## src/rtl/sfu_sequencer.sv

```systemverilog
// Multi-cycle special function unit: MUL (shift-add), ADC, ASR (bit-serial), CLR/SET/TST.
// Start/Busy/Done handshake; results and flags are held until the next Done.
module sfu_sequencer #(
    parameter int WIDTH   = 16,
    parameter int SHIFT_W = $clog2(WIDTH)
) (
    input  logic             Clock,
    input  logic             Resetn,
    input  logic             Start,
    input  logic [4:0]       FS,
    input  logic [WIDTH-1:0] A,
    input  logic [WIDTH-1:0] B,
    input  logic             Cin,
    output logic             SFU_sel,
    output logic             Busy,
    output logic             Done,
    output logic [WIDTH-1:0] Result,
    output logic [WIDTH-1:0] ResultHi,
    output logic             C,
    output logic             Z,
    output logic             N
);
    localparam int CNT_W = $clog2(WIDTH + 1);

    localparam logic [4:0] FS_MUL = 5'b11010;
    localparam logic [4:0] FS_ADC = 5'b11011;
    localparam logic [4:0] FS_ASR = 5'b11100;
    localparam logic [4:0] FS_CLR = 5'b11101;
    localparam logic [4:0] FS_SET = 5'b11110;
    localparam logic [4:0] FS_TST = 5'b11111;

    typedef enum logic [1:0] {S_IDLE, S_MUL, S_SHIFT, S_DONE} state_t;

    state_t                 state_reg, state_next;
    logic [2*WIDTH-1:0]     prod_reg, prod_next;
    logic [WIDTH-1:0]       mcand_reg, mcand_next;
    logic [WIDTH-1:0]       sh_reg, sh_next;
    logic [CNT_W-1:0]       cnt_reg, cnt_next;
    logic [WIDTH-1:0]       res_lo_reg, res_lo_next;
    logic [WIDTH-1:0]       res_hi_reg, res_hi_next;
    logic                   c_reg, c_next, z_reg, z_next, n_reg, n_next;

    logic [SHIFT_W-1:0]     idx;
    logic [WIDTH-1:0]       bitmask;
    logic [WIDTH:0]         adc_sum;
    logic [WIDTH:0]         mul_sum;
    logic [WIDTH-1:0]       shifted;
    logic                   accept;

    // Result write-back bundle, applied once when an op finishes
    logic                   wr, wr_c, wr_z, is_tst;
    logic [WIDTH-1:0]       wr_lo, wr_hi;

    assign SFU_sel = (FS >= FS_MUL);
    assign accept  = Start && SFU_sel && (state_reg == S_IDLE || state_reg == S_DONE);
    assign idx     = B[SHIFT_W-1:0];
    assign bitmask = {{(WIDTH-1){1'b0}}, 1'b1} << idx;
    assign adc_sum = {1'b0, A} + {1'b0, B} + {{WIDTH{1'b0}}, Cin};
    // One shift-add step: conditionally add multiplicand into the high half, then shift right
    assign mul_sum = {1'b0, prod_reg[2*WIDTH-1:WIDTH]} + (prod_reg[0] ? {1'b0, mcand_reg} : '0);
    assign shifted = {sh_reg[WIDTH-1], sh_reg[WIDTH-1:1]};

    always_comb begin
        state_next  = state_reg;
        prod_next   = prod_reg;
        mcand_next  = mcand_reg;
        sh_next     = sh_reg;
        cnt_next    = cnt_reg;
        res_lo_next = res_lo_reg;
        res_hi_next = res_hi_reg;
        c_next      = c_reg;
        z_next      = z_reg;
        n_next      = n_reg;
        wr          = 1'b0;
        wr_lo       = '0;
        wr_hi       = '0;
        wr_c        = 1'b0;
        wr_z        = 1'b0;
        is_tst      = 1'b0;

        case (state_reg)
            S_MUL: begin
                if (cnt_reg == CNT_W'(WIDTH)) begin
                    wr         = 1'b1;
                    wr_lo      = prod_reg[WIDTH-1:0];
                    wr_hi      = prod_reg[2*WIDTH-1:WIDTH];
                    wr_c       = |prod_reg[2*WIDTH-1:WIDTH];
                    state_next = S_DONE;
                end else begin
                    prod_next = {mul_sum, prod_reg[WIDTH-1:1]};
                    cnt_next  = cnt_reg + 1'b1;
                end
            end
            S_SHIFT: begin
                if (cnt_reg == CNT_W'(1)) begin
                    wr         = 1'b1;
                    wr_lo      = shifted;
                    wr_c       = sh_reg[0];
                    state_next = S_DONE;
                end else begin
                    sh_next  = shifted;
                    cnt_next = cnt_reg - 1'b1;
                end
            end
            S_DONE:  state_next = S_IDLE;
            default: state_next = S_IDLE;
        endcase

        if (accept) begin
            case (FS)
                FS_MUL: begin
                    prod_next  = {{WIDTH{1'b0}}, B};
                    mcand_next = A;
                    cnt_next   = '0;
                    state_next = S_MUL;
                end
                FS_ADC: begin
                    wr         = 1'b1;
                    {wr_c, wr_lo} = adc_sum;
                    state_next = S_DONE;
                end
                FS_ASR: begin
                    if (idx == '0) begin
                        wr         = 1'b1;
                        wr_lo      = A;
                        state_next = S_DONE;
                    end else begin
                        sh_next    = A;
                        cnt_next   = CNT_W'(idx);
                        state_next = S_SHIFT;
                    end
                end
                FS_CLR: begin
                    wr         = 1'b1;
                    wr_lo      = A & ~bitmask;
                    state_next = S_DONE;
                end
                FS_SET: begin
                    wr         = 1'b1;
                    wr_lo      = A | bitmask;
                    state_next = S_DONE;
                end
                FS_TST: begin
                    wr         = 1'b1;
                    wr_lo      = A;
                    is_tst     = 1'b1;
                    wr_z       = ~A[idx];
                    state_next = S_DONE;
                end
                default: state_next = state_reg;
            endcase
        end

        if (wr) begin
            res_lo_next = wr_lo;
            res_hi_next = wr_hi;
            c_next      = wr_c;
            z_next      = is_tst ? wr_z : (wr_lo == '0);
            n_next      = wr_lo[WIDTH-1];
        end
    end

    always_ff @(posedge Clock or negedge Resetn) begin
        if (!Resetn) begin
            state_reg  <= S_IDLE;
            prod_reg   <= '0;
            mcand_reg  <= '0;
            sh_reg     <= '0;
            cnt_reg    <= '0;
            res_lo_reg <= '0;
            res_hi_reg <= '0;
            c_reg      <= 1'b0;
            z_reg      <= 1'b0;
            n_reg      <= 1'b0;
        end else begin
            state_reg  <= state_next;
            prod_reg   <= prod_next;
            mcand_reg  <= mcand_next;
            sh_reg     <= sh_next;
            cnt_reg    <= cnt_next;
            res_lo_reg <= res_lo_next;
            res_hi_reg <= res_hi_next;
            c_reg      <= c_next;
            z_reg      <= z_next;
            n_reg      <= n_next;
        end
    end

    assign Busy     = (state_reg == S_MUL) || (state_reg == S_SHIFT);
    assign Done     = (state_reg == S_DONE);
    assign Result   = res_lo_reg;
    assign ResultHi = res_hi_reg;
    assign C        = c_reg;
    assign Z        = z_reg;
    assign N        = n_reg;
endmodule

```

## config.mk

```make
export PLATFORM = sky130hd
export DESIGN_NAME = sfu_sequencer
export DESIGN_NICKNAME = d
export VERILOG_FILES = /design/src/rtl/sfu_sequencer.sv
export SDC_FILE = /design/constraint.sdc
export NUM_CORES = 1
export LEC_CHECK = 0
export BUFFER_PORTS_ARGS = -buffer_cell sky130_fd_sc_hd__buf_2
export CAP_MARGIN = 20
export CORE_MARGIN = 4
export CORE_UTILIZATION = 50
export DETAILED_ROUTE_END_ITERATION = 12
export PLACE_DENSITY = 0.72
export SETUP_SLACK_MARGIN = 0.3
export SLEW_MARGIN = 20
export SYNTH_ARGS = -nofsm -noshare
export SYNTH_HDL_FRONTEND = slang
export SYNTH_SLANG_ARGS = --single-unit
```

## constraint.sdc

```tcl
create_clock -name Clock -period 3.2 [get_ports Clock]
set_clock_uncertainty 0.2 [all_clocks]
set_input_delay 0.64 -clock Clock [delete_from_list [all_inputs] [get_ports Clock]]
set_output_delay 0.64 -clock Clock [all_outputs]
set_load 0.02 [all_outputs]
```

# Yosys cells after proc, flatten, opt, wreduce, memory -nomap -nowiden
# Index checks and enable logic that the tools add are counted.
totals:
  ff_bits: 106
  input_bits: 41
  out_inout_bits: 38
  wordCells: 95
op_classes:
  add_sub_neg: 5
  n_lt_le_gt_ge: 2
  eq_ne: 14
  shifts: 1
  muxes: 48
  n_bitwise: 4
  reduce_logical: 11
op_table:
  columns: ["cell", "n"]
  rows:
  - ["16-bit 2-to-1 mux", 10]
  - ["32-bit 2-to-1 mux", 4]
  - ["16-bit case mux with 5 select lines", 1]
  - ["5-bit equality test (second input constant)", 7]
  - ["16-bit by 16-bit adder with 17-bit output", 2]
  - ["16-bit case mux with 2 select lines", 1]
  - ["15-bit 2-to-1 mux", 2]
  - ["5-bit 2-to-1 mux", 4]
  - ["5-bit case mux with 2 select lines", 2]
  - ["17-bit by 1-bit adder with 17-bit output", 1]
  - ["16-bit AND", 1]
  - ["16-bit logical NOT", 1]
  - ["16-bit NOT", 1]
  - ["16-bit OR", 1]
  - ["16-bit OR reduction", 1]
  - ["1-bit by 4-bit << shifter with 16-bit output (first input constant)", 1]
  - ["1-bit 2-to-1 mux", 15]
  - ["2-bit 2-to-1 mux", 3]
  - ["3-bit inequality test (second input constant)", 2]
  - ["1-bit case mux with 2 select lines", 3]
  - ["2-bit case mux with 3 select lines", 1]
  - ["5-bit by 1-bit adder with 5-bit output (second input constant)", 1]
  - ["5-bit by 1-bit equality test with 1-bit output (second input constant)", 1]
  - ["5-bit >= comparator (second input constant)", 1]
  - ["15 further kinds", 18]

# Logic depth before layout (Yosys ltp)
# Gate-level depths: netlist of the first run.
logic_depth:
  depth_word: 8
  depth_mapped: 12
  mapped_depth_nobuf: 11

# Least setup slack after synthesis of the first run
# Ideal clock, no wire load.
synth_path:
  path_type: "input-to-reg"
  start: "input port B[1]"
  end: "register z_reg (netlist: Z)"
  setup_ns: 0.076
  t_arrival_ns: 3.170
  required_ns: 2.924
  slack_ns: -0.247
  path_stages: 12
  n_path_buf: 2
  path_cell_list: "buf_2 > buf_1 > inv_1 > fa_1 > nor2b_1 > o221a_2 > o21a_1 > o21ai_0 > a2bb2oi_2 > o211ai_1 > or4_1 > o21ai_1"
synth_between:
  elab_chain_len: 7
  elab_cells_between_ends: 20
  classes_between: "add/sub (2); shift (1); mux (11); bitwise (4); reduce/logical (2)"
synth_rtl:
  columns: ["item", "line", "source"]
  rows:
  - ["start: declaration", "12", "input logic [WIDTH-1:0] B,"]
  - ["parallel branches: the longest is 7 deep, another holds 16-bit by 16-bit adder with 17-bit output", null, null]
  - ["end signal: assignment", "184", "z_reg <= z_next;"]
  - ["end: declaration", "41", "logic c_reg, c_next, z_reg, z_next, n_reg, n_next;"]
# Several ways; the timed one is not identified. The select of a mux whose other input is x is not followed.
# A chain may end at the register's enable or synchronous reset.

# Worst setup path after layout of the first run
layout_path:
  start: "register prod_reg[0]"
  end: "register prod_reg[29]"
layout_between:
  elab_chain_len: 6
layout_rtl:
  columns: ["item", "line", "source"]
  rows:
  - ["start: declaration", "35", "logic [2*WIDTH-1:0] prod_reg, prod_next;"]
  - ["start signal: assignment", "177", "prod_reg <= prod_next;"]
  - ["16-bit 2-to-1 mux *", "60", "assign mul_sum = {1'b0, prod_reg[2*WIDTH-1:WIDTH]} + (prod_reg[0] ? {1'b0, mcand_reg} : '0);"]
  - ["16-bit by 16-bit adder with 17-bit output *", "60", null]
  - ["32-bit 2-to-1 mux *", "83", "if (cnt_reg == CNT_W'(WIDTH)) begin"]
  - ["32-bit 2-to-1 mux *", "81", "case (state_reg)"]
  - ["32-bit 2-to-1 mux", "110", "case (FS)"]
  - ["32-bit 2-to-1 mux *", "109", "if (accept) begin"]
  - ["net prod_next[29]", "35", null]
# The timed path passes the listed nets; every way through them passes the cells marked *.

==> results.cfg, run 1 <==
[sta]
max_freq_ghz = 0.3172
hold_violations = 0
worst_pin_slew_ns = 0.7368
slew_viol_final = 0
period_minus_slack_ns = 3.152
finalWorstSetupSlack_ns = 0.04755
setup_viol_count_final = 0
rsz0062_at_grt = true
period_share = 0.9851
slew_headroom = 0.5070

[critical_path]
max_stage_delay_ns = 0.41
critical_path.top_delay_family = compound AO/OA/AOI/OAI gates
reg2reg_depth = 11
worst_setup_path_start_kind = flop
cp_max_fo = 3
critPathKind = reg -> reg
end_kind = flop
crit_slowest_cell = dfrtp_1
worst_path_most_repeated_cell = a21o_1
cp.depth = 11
path_cells = and2_4, ha_4, fa_2, a21o_1, a21o_1, a2111o_1, and4_4, o41a_1, o21ai_2, mux2i_1, nand2_1
critical_path_arrival_ns = 3.20
cp.required_ns = 3.24
worst-path-buf-inv = 0

[cells_and_area]
syn_to_final_growth_pct = 24.26
drive_gt1_frac = 0.2860
antenna_cells = 0
nFillCells = 1241
design_area_um2 = 9235
final_core_util = 0.6354
nets = 1056
largest_reg_flops = 32

[place]
hpwl_um = 16390
gp_congestion = 0.9306
io_buffers = 78
dpl-instance-area_um2 = 8553
pre_cts_ws_ns = -0.2459

[clock_network]
clock_sinks = 105
tritoncts = yes
worstSkewPairLatency_ns = 0.36
root_buffer = clkbuf_16
h-tree-depth = 3
hold_buffers = 0
clockBufferDepth = 2
numCtsBuffers = 9
clkTransAtPathRegs_ns = 0.08

[synth]
synth_most_common_cell = nand2_1
synth_top_area_share = 0.3535
synth_common_cells = nand2_1, dfrtp_1, o21ai_0
synthDistinctLibCells = 81
netlist_area_um2 = 7432
synthCells = 839
synth-async-reset-ratio = 1.000
yosys_warnings = 0
avgSynthCellArea_um2 = 8.858
synth_edf_count = 0
synth_top_area_cell = dfrtp_1
synth_ff_type = dfrtp_1
synth_nets = 921
synth_area_leaders = dfrtp_1, ha_1, nand2_1
synth_seq_cells = 105
ys_seq_area_frac = 0.3535

[power]
leakagePower_nw = 4.282
total_power_mw = 7.168
ir_worst_vdd_mv = 0.3904
power.density_nw_per_um2 = 776.2

[floorplanning]
die_y_um = 129.9
core_area_um2 = 14530
ios = 79
die_area_um2 = 16880
start_util = 0.5114
rows = 44
die_x_um = 129.9

[worst_hold_path]
hp-class = in -> async

[grt]
antenna_found_initial = 0
grt_util_all_layers = 0.2674
grt_pass1_vias = 6817
grt_overflow_total = 0
grt_max_degree = 51
grt_pass1_wl_um = 35870

[routing]
viasPerCell = 6.204
wirelength_um = 22510
drt_iter0_markers = 798
postRouteAntennaNets = 0
wl_per_cell_um = 19.36
post-route-drc-count = 0
dr_total_vias = 7215
firstDrtPassIters = 5

[run_status]
status = completed

[run]
cap_violations = 0
final timing paths:
| check | from | endpoint | slack, ns |
|---|---|---|---|
| max | prod_reg[0]$_DFF_PN0_ | prod_reg[29]$_DFF_PN0_ | 0.05 |
| min | Resetn | Result[10]$_DFFE_PN0P_ | 0.1 |
| max reg2reg | prod_reg[0]$_DFF_PN0_ | prod_reg[29]$_DFF_PN0_ | 0.05 |
| min reg2reg | Result[4]$_DFFE_PN0P_ | Result[4]$_DFFE_PN0P_ | 0.27 |
| max in group asynchronous | Resetn | prod_reg[25]$_DFF_PN0_ | 1.98 |
| min in group Clock | Result[4]$_DFFE_PN0P_ | Result[4]$_DFFE_PN0P_ | 0.27 |
cells by family (layout without fill, tap and decap cells):
| family | count (synthesis) | after routing | share of synthesized area |
|---|---|---|---|
| and+or+nand+nor | 290 | 290 | 0.1929 |
| AOI/OAI and AO/OA | 255 | 255 | 0.2269 |
| DFF | 105 | 105 | 0.3535 |
| buffers and inverters | 67 | 207 | 0.03737 |
| muxes | 60 | 60 | 0.09243 |
| adders and majority gates | 41 | 41 | 0.07205 |
| xor gates and xnor gates | 21 | 21 | 0.02475 |
layout make-up:
cell class	instances	area [um^2]	area share
multi-input cells	667	4830	0.5230
flip-flops and latches	105	2628	0.2845
repair buffers	178	1205	0.1305
clock buffers	10	239.0	0.02588
well taps	184	230.2	0.02493
clock inverters	6	55.05	0.005961
inverters	13	48.80	0.005284
power breakdown:
part	total, mW	internal [mW]	leakage, nW	switching [mW]
Clock	1.13	0.568	0.145	0.558
Sequential	2.33	1.89	1.33	0.449
Combinational	3.71	1.60	2.80	2.10
timing repair:
item	in CTS	in global routing
gates resized for setup	20	30
endpoints found under the hold margin	0	0
endpoints found under the setup margin	7	13
pin swaps	19	26
setup buffers	8	8
layer usage:
metal	global-route usage	part of all wire	vias to the layer above
met1	0.3860	0.45	3457
met2	0.4134	0.46	343
met3	0.04216	0.069	56
met5	0	0	-
met4	0.08680	0.027	0
li1	-	-	3359
cells in the final DEF (no fill, tap or decap), types with 5 or more instances in the layout:
| cell type | synthesis | routed |
|---|---|---|
| nand2_1 | 121 | 120 |
| dfrtp_1 | 105 | 105 |
| buf_4 | 1 | 95 |
| o21ai_0 | 79 | 76 |
| buf_2 | 17 | 75 |
| nor2_1 | 41 | 41 |
| a21oi_1 | 41 | 39 |
| mux2i_1 | 36 | 36 |
| ha_1 | 38 | 31 |
| a21o_1 | 20 | 19 |
| mux2_2 | 19 | 19 |
| and2_1 | 23 | 18 |
| nand3_1 | 18 | 17 |
| nor3_1 | 15 | 15 |
| xnor2_1 | 15 | 15 |
| a22oi_1 | 17 | 14 |
| inv_1 | 13 | 12 |
| nor2b_1 | 11 | 9 |
| o211ai_1 | 9 | 9 |
| o22ai_1 | 9 | 9 |
| clkbuf_16 | 0 | 9 |
| nor4_1 | 10 | 8 |
| nand2b_1 | 7 | 7 |
| a22o_1 | 7 | 7 |
| a211oi_1 | 11 | 7 |
| ha_4 | 0 | 7 |
| or2_2 | 6 | 6 |
| a31oi_1 | 7 | 6 |
| xor2_1 | 6 | 6 |
| o21a_1 | 6 | 5 |
| and3_1 | 6 | 5 |
| nand4_1 | 5 | 5 |
| or3_1 | 5 | 5 |
| mux4_2 | 5 | 5 |
| buf_6 | 0 | 5 |
worst register-to-register path: stages, from the launching register on:
cell and delay, ns:
dfrtp_1 0.41, and2_4 0.17, ha_4 0.15, fa_2 0.34
a21o_1 0.16, a21o_1 0.18, a2111o_1 0.41, and4_4 0.20
o41a_1 0.36, o21ai_2 0.16, mux2i_1 0.22, nand2_1 0.06
per-stage QoR:
stage / setup TNS [ns] / hold WS (ns) / std cells
floorplan: 0 / 0.1444 / 839
CTS: 0 / 0.1094 / 1155
global placement: -0.1708 / 0.2539 / 1131
detailed placement: -0.2865 / 0.2606 / 1131
global route: -0.05718 / 0.1381 / 1163
finish: 0 / 0.09611 / 1163
Power figures use the tool's default switching activity.
==> inputs of run 2 (changes only) <==
--- a/config.mk
+++ b/config.mk
@@ -8,9 +8,9 @@
 export BUFFER_PORTS_ARGS = -buffer_cell sky130_fd_sc_hd__buf_2
 export CAP_MARGIN = 20
 export CORE_MARGIN = 4
-export CORE_UTILIZATION = 50
+export CORE_UTILIZATION = 54
 export DETAILED_ROUTE_END_ITERATION = 12
-export PLACE_DENSITY = 0.72
+export PLACE_DENSITY = 0.77
 export SETUP_SLACK_MARGIN = 0.3
 export SLEW_MARGIN = 20
 export SYNTH_ARGS = -nofsm -noshare
==> run 2 against run 1 <==
Compared with the run above:
- die area down 7.0%
- wire length down 2.1%
- largest cell class unchanged
- critical path type unchanged
- power down 0.64%
- worst hold slack gained 0.079 ns
==> results.cfg, run 2 (same netlist as run 1, synthesis figures left out) <==
[sta]
setup_viol_count_final = 0
period_share = 0.9980
finalWorstSetupSlack_ns = 0.006333
hold_violations = 0
rsz0062_at_grt = true
period_minus_slack_ns = 3.194
holdWs_ns = 0.1747
slew_headroom = 0.4011
worst_pin_slew_ns = 0.8984
max_freq_ghz = 0.3131
slew_viol_final = 0

[critical_path]
worst_setup_path_start_kind = flop
crit_slowest_cell = dfrtp_1
critical_path.top_delay_family = compound AO/OA/AOI/OAI gates
critical_path_arrival_ns = 3.24
max_stage_delay_ns = 0.41
critPathKind = reg -> reg
cp.required_ns = 3.25
path_cells = and2_1, ha_2, fa_2, a21o_1, a21o_1, a2111o_1, and4_4, o41a_1, nor4_1, o21ai_1, o211a_1
worst-path-buf-inv = 0
end_kind = flop
cp_max_fo = 3
worst_path_most_repeated_cell = a21o_1

[place]
pre_cts_ws_ns = -0.4370
gp_congestion = 0.9704
io_buffers = 78
dpl-instance-area_um2 = 8514
dpl.cell_count = 1121
hpwl_um = 16280

[clock_network]
h-tree-depth = 3
clkTransAtPathRegs_ns = 0.07
numCtsBuffers = 9
worstSkewPairLatency_ns = 0.36
clockBufferDepth = 2
root_buffer = clkbuf_16
hold_buffers = 0
clock_sinks = 105
tritoncts = yes

[floorplanning]
ios = 79
die_x_um = 125.3
rows = 42
die_area_um2 = 15700
core_area_um2 = 13350
die_y_um = 125.3
start_util = 0.5568

[routing]
drt_iter0_markers = 929
wl_per_cell_um = 19.26
dr_total_vias = 7180
viasPerCell = 6.276
postRouteAntennaNets = 0
firstDrtPassIters = 6
post-route-drc-count = 0
wirelength_um = 22030

[cells_and_area]
layout_commonest_cell = nand2_1
largest_reg_flops = 32
instances_no_fill = 1144
nets = 1045
antenna_cells = 0
mostFrequentLayoutCells = nand2_1, dfrtp_1, buf_4
syn_to_final_growth_pct = 21.58
design_area_um2 = 9036
drive_gt1_frac = 0.2634

[worst_hold_path]
hp-class = in -> async

[power]
total_power_mw = 7.122
leakagePower_nw = 4.222
p_int_mw = 4.065
switching_share = 0.4293
power_frac_clock = 0.169
seqPwrFrac = 0.330
p_switching_mw = 3.057
ir_worst_vdd_mv = 0.3977
p_comb_frac = 0.500
power.density_nw_per_um2 = 788.2

[grt]
grt_pass1_wl_um = 35450
grt_overflow_total = 0
grt_pass1_vias = 6835
use_met3 = 0.04563
grt_util_all_layers = 0.2785
globalRouteMet2Util = 0.4315
grt_max_degree = 68
met1_usage = 0.3897
grt-busiest-layer = met2
antenna_found_initial = 0

[run]
cap_violations = 0

[run_status]
status = completed
[run 2: cell types whose count changed in the layout (fill, tap and decap cells not counted), sizes merged]
cell,previous run,this run
buf,178,167
bufinv,0,1
clkbuf,10,11
inv,17,15
[run 2: per-layer routing]
layer	wire [um]	vias to the layer above	share of wire
met5	0	-	0
met4	787	0	0.036
met3	1654	68	0.075
met2	9963	363	0.45
met1	9627	3407	0.44
li1	-	3342	-
[run 2: stage by stage]
stage / util / setup TNS [ns]
finish: 0.6770 / 0
global route: 0.6770 / -0.1295
global placement: 0.6379 / -0.1672
CTS: 0.6671 / 0
detailed placement: 0.6379 / -0.4639
floorplan: - / 0
[run 2: power by group through the flow]
stage	Clock, mW	Combinational, mW	Sequential [mW]
2_1_floorplan	0	2.19	2.45
3_3_place_gp	0	3.29	2.32
3_5_place_dp	0	3.37	2.35
4_1_cts	1.21	3.43	2.34
5_1_grt	1.27	3.90	2.42
6_report	1.20	3.56	2.35
[run 2: final timing paths]
| kind | cells after the start | endpoint | start | slack (ns) |
|---|---|---|---|---|
| worst max-delay path | 11 | prod_reg[31]$_DFF_PN0_ | prod_reg[0]$_DFF_PN0_ | 0.006 |
| worst min-delay path | 1 | Result[15]$_DFFE_PN0P_ | Resetn | 0.17 |
| worst max register to register | 11 | prod_reg[31]$_DFF_PN0_ | prod_reg[0]$_DFF_PN0_ | 0.006 |
| worst min register to register | 2 | Result[4]$_DFFE_PN0P_ | Result[4]$_DFFE_PN0P_ | 0.27 |
| max in group asynchronous | 2 | mcand_reg[8]$_DFFE_PN0P_ | Resetn | 1.92 |
| min in group Clock | 2 | Result[4]$_DFFE_PN0P_ | Result[4]$_DFFE_PN0P_ | 0.27 |
[run 2: final cells by class]
type | count | area, um^2
tap | 176 | 220.2
fill | 1076 | 4312
multi-input combinational | 667 | 4715
sequential | 105 | 2629
clock inverter | 5 | 71.32
inverter | 13 | 48.80
timing repair buffer | 167 | 1100
clock buffer | 11 | 252.7
[run 2: what timing repair did]
item / CTS / global route
endpoints found under the setup margin: 6 / 23
resized for setup: 7 / 27
setup buffers: 5 / 2
hold endpoints to repair: 0 / 0
pin swaps: 2 / 14
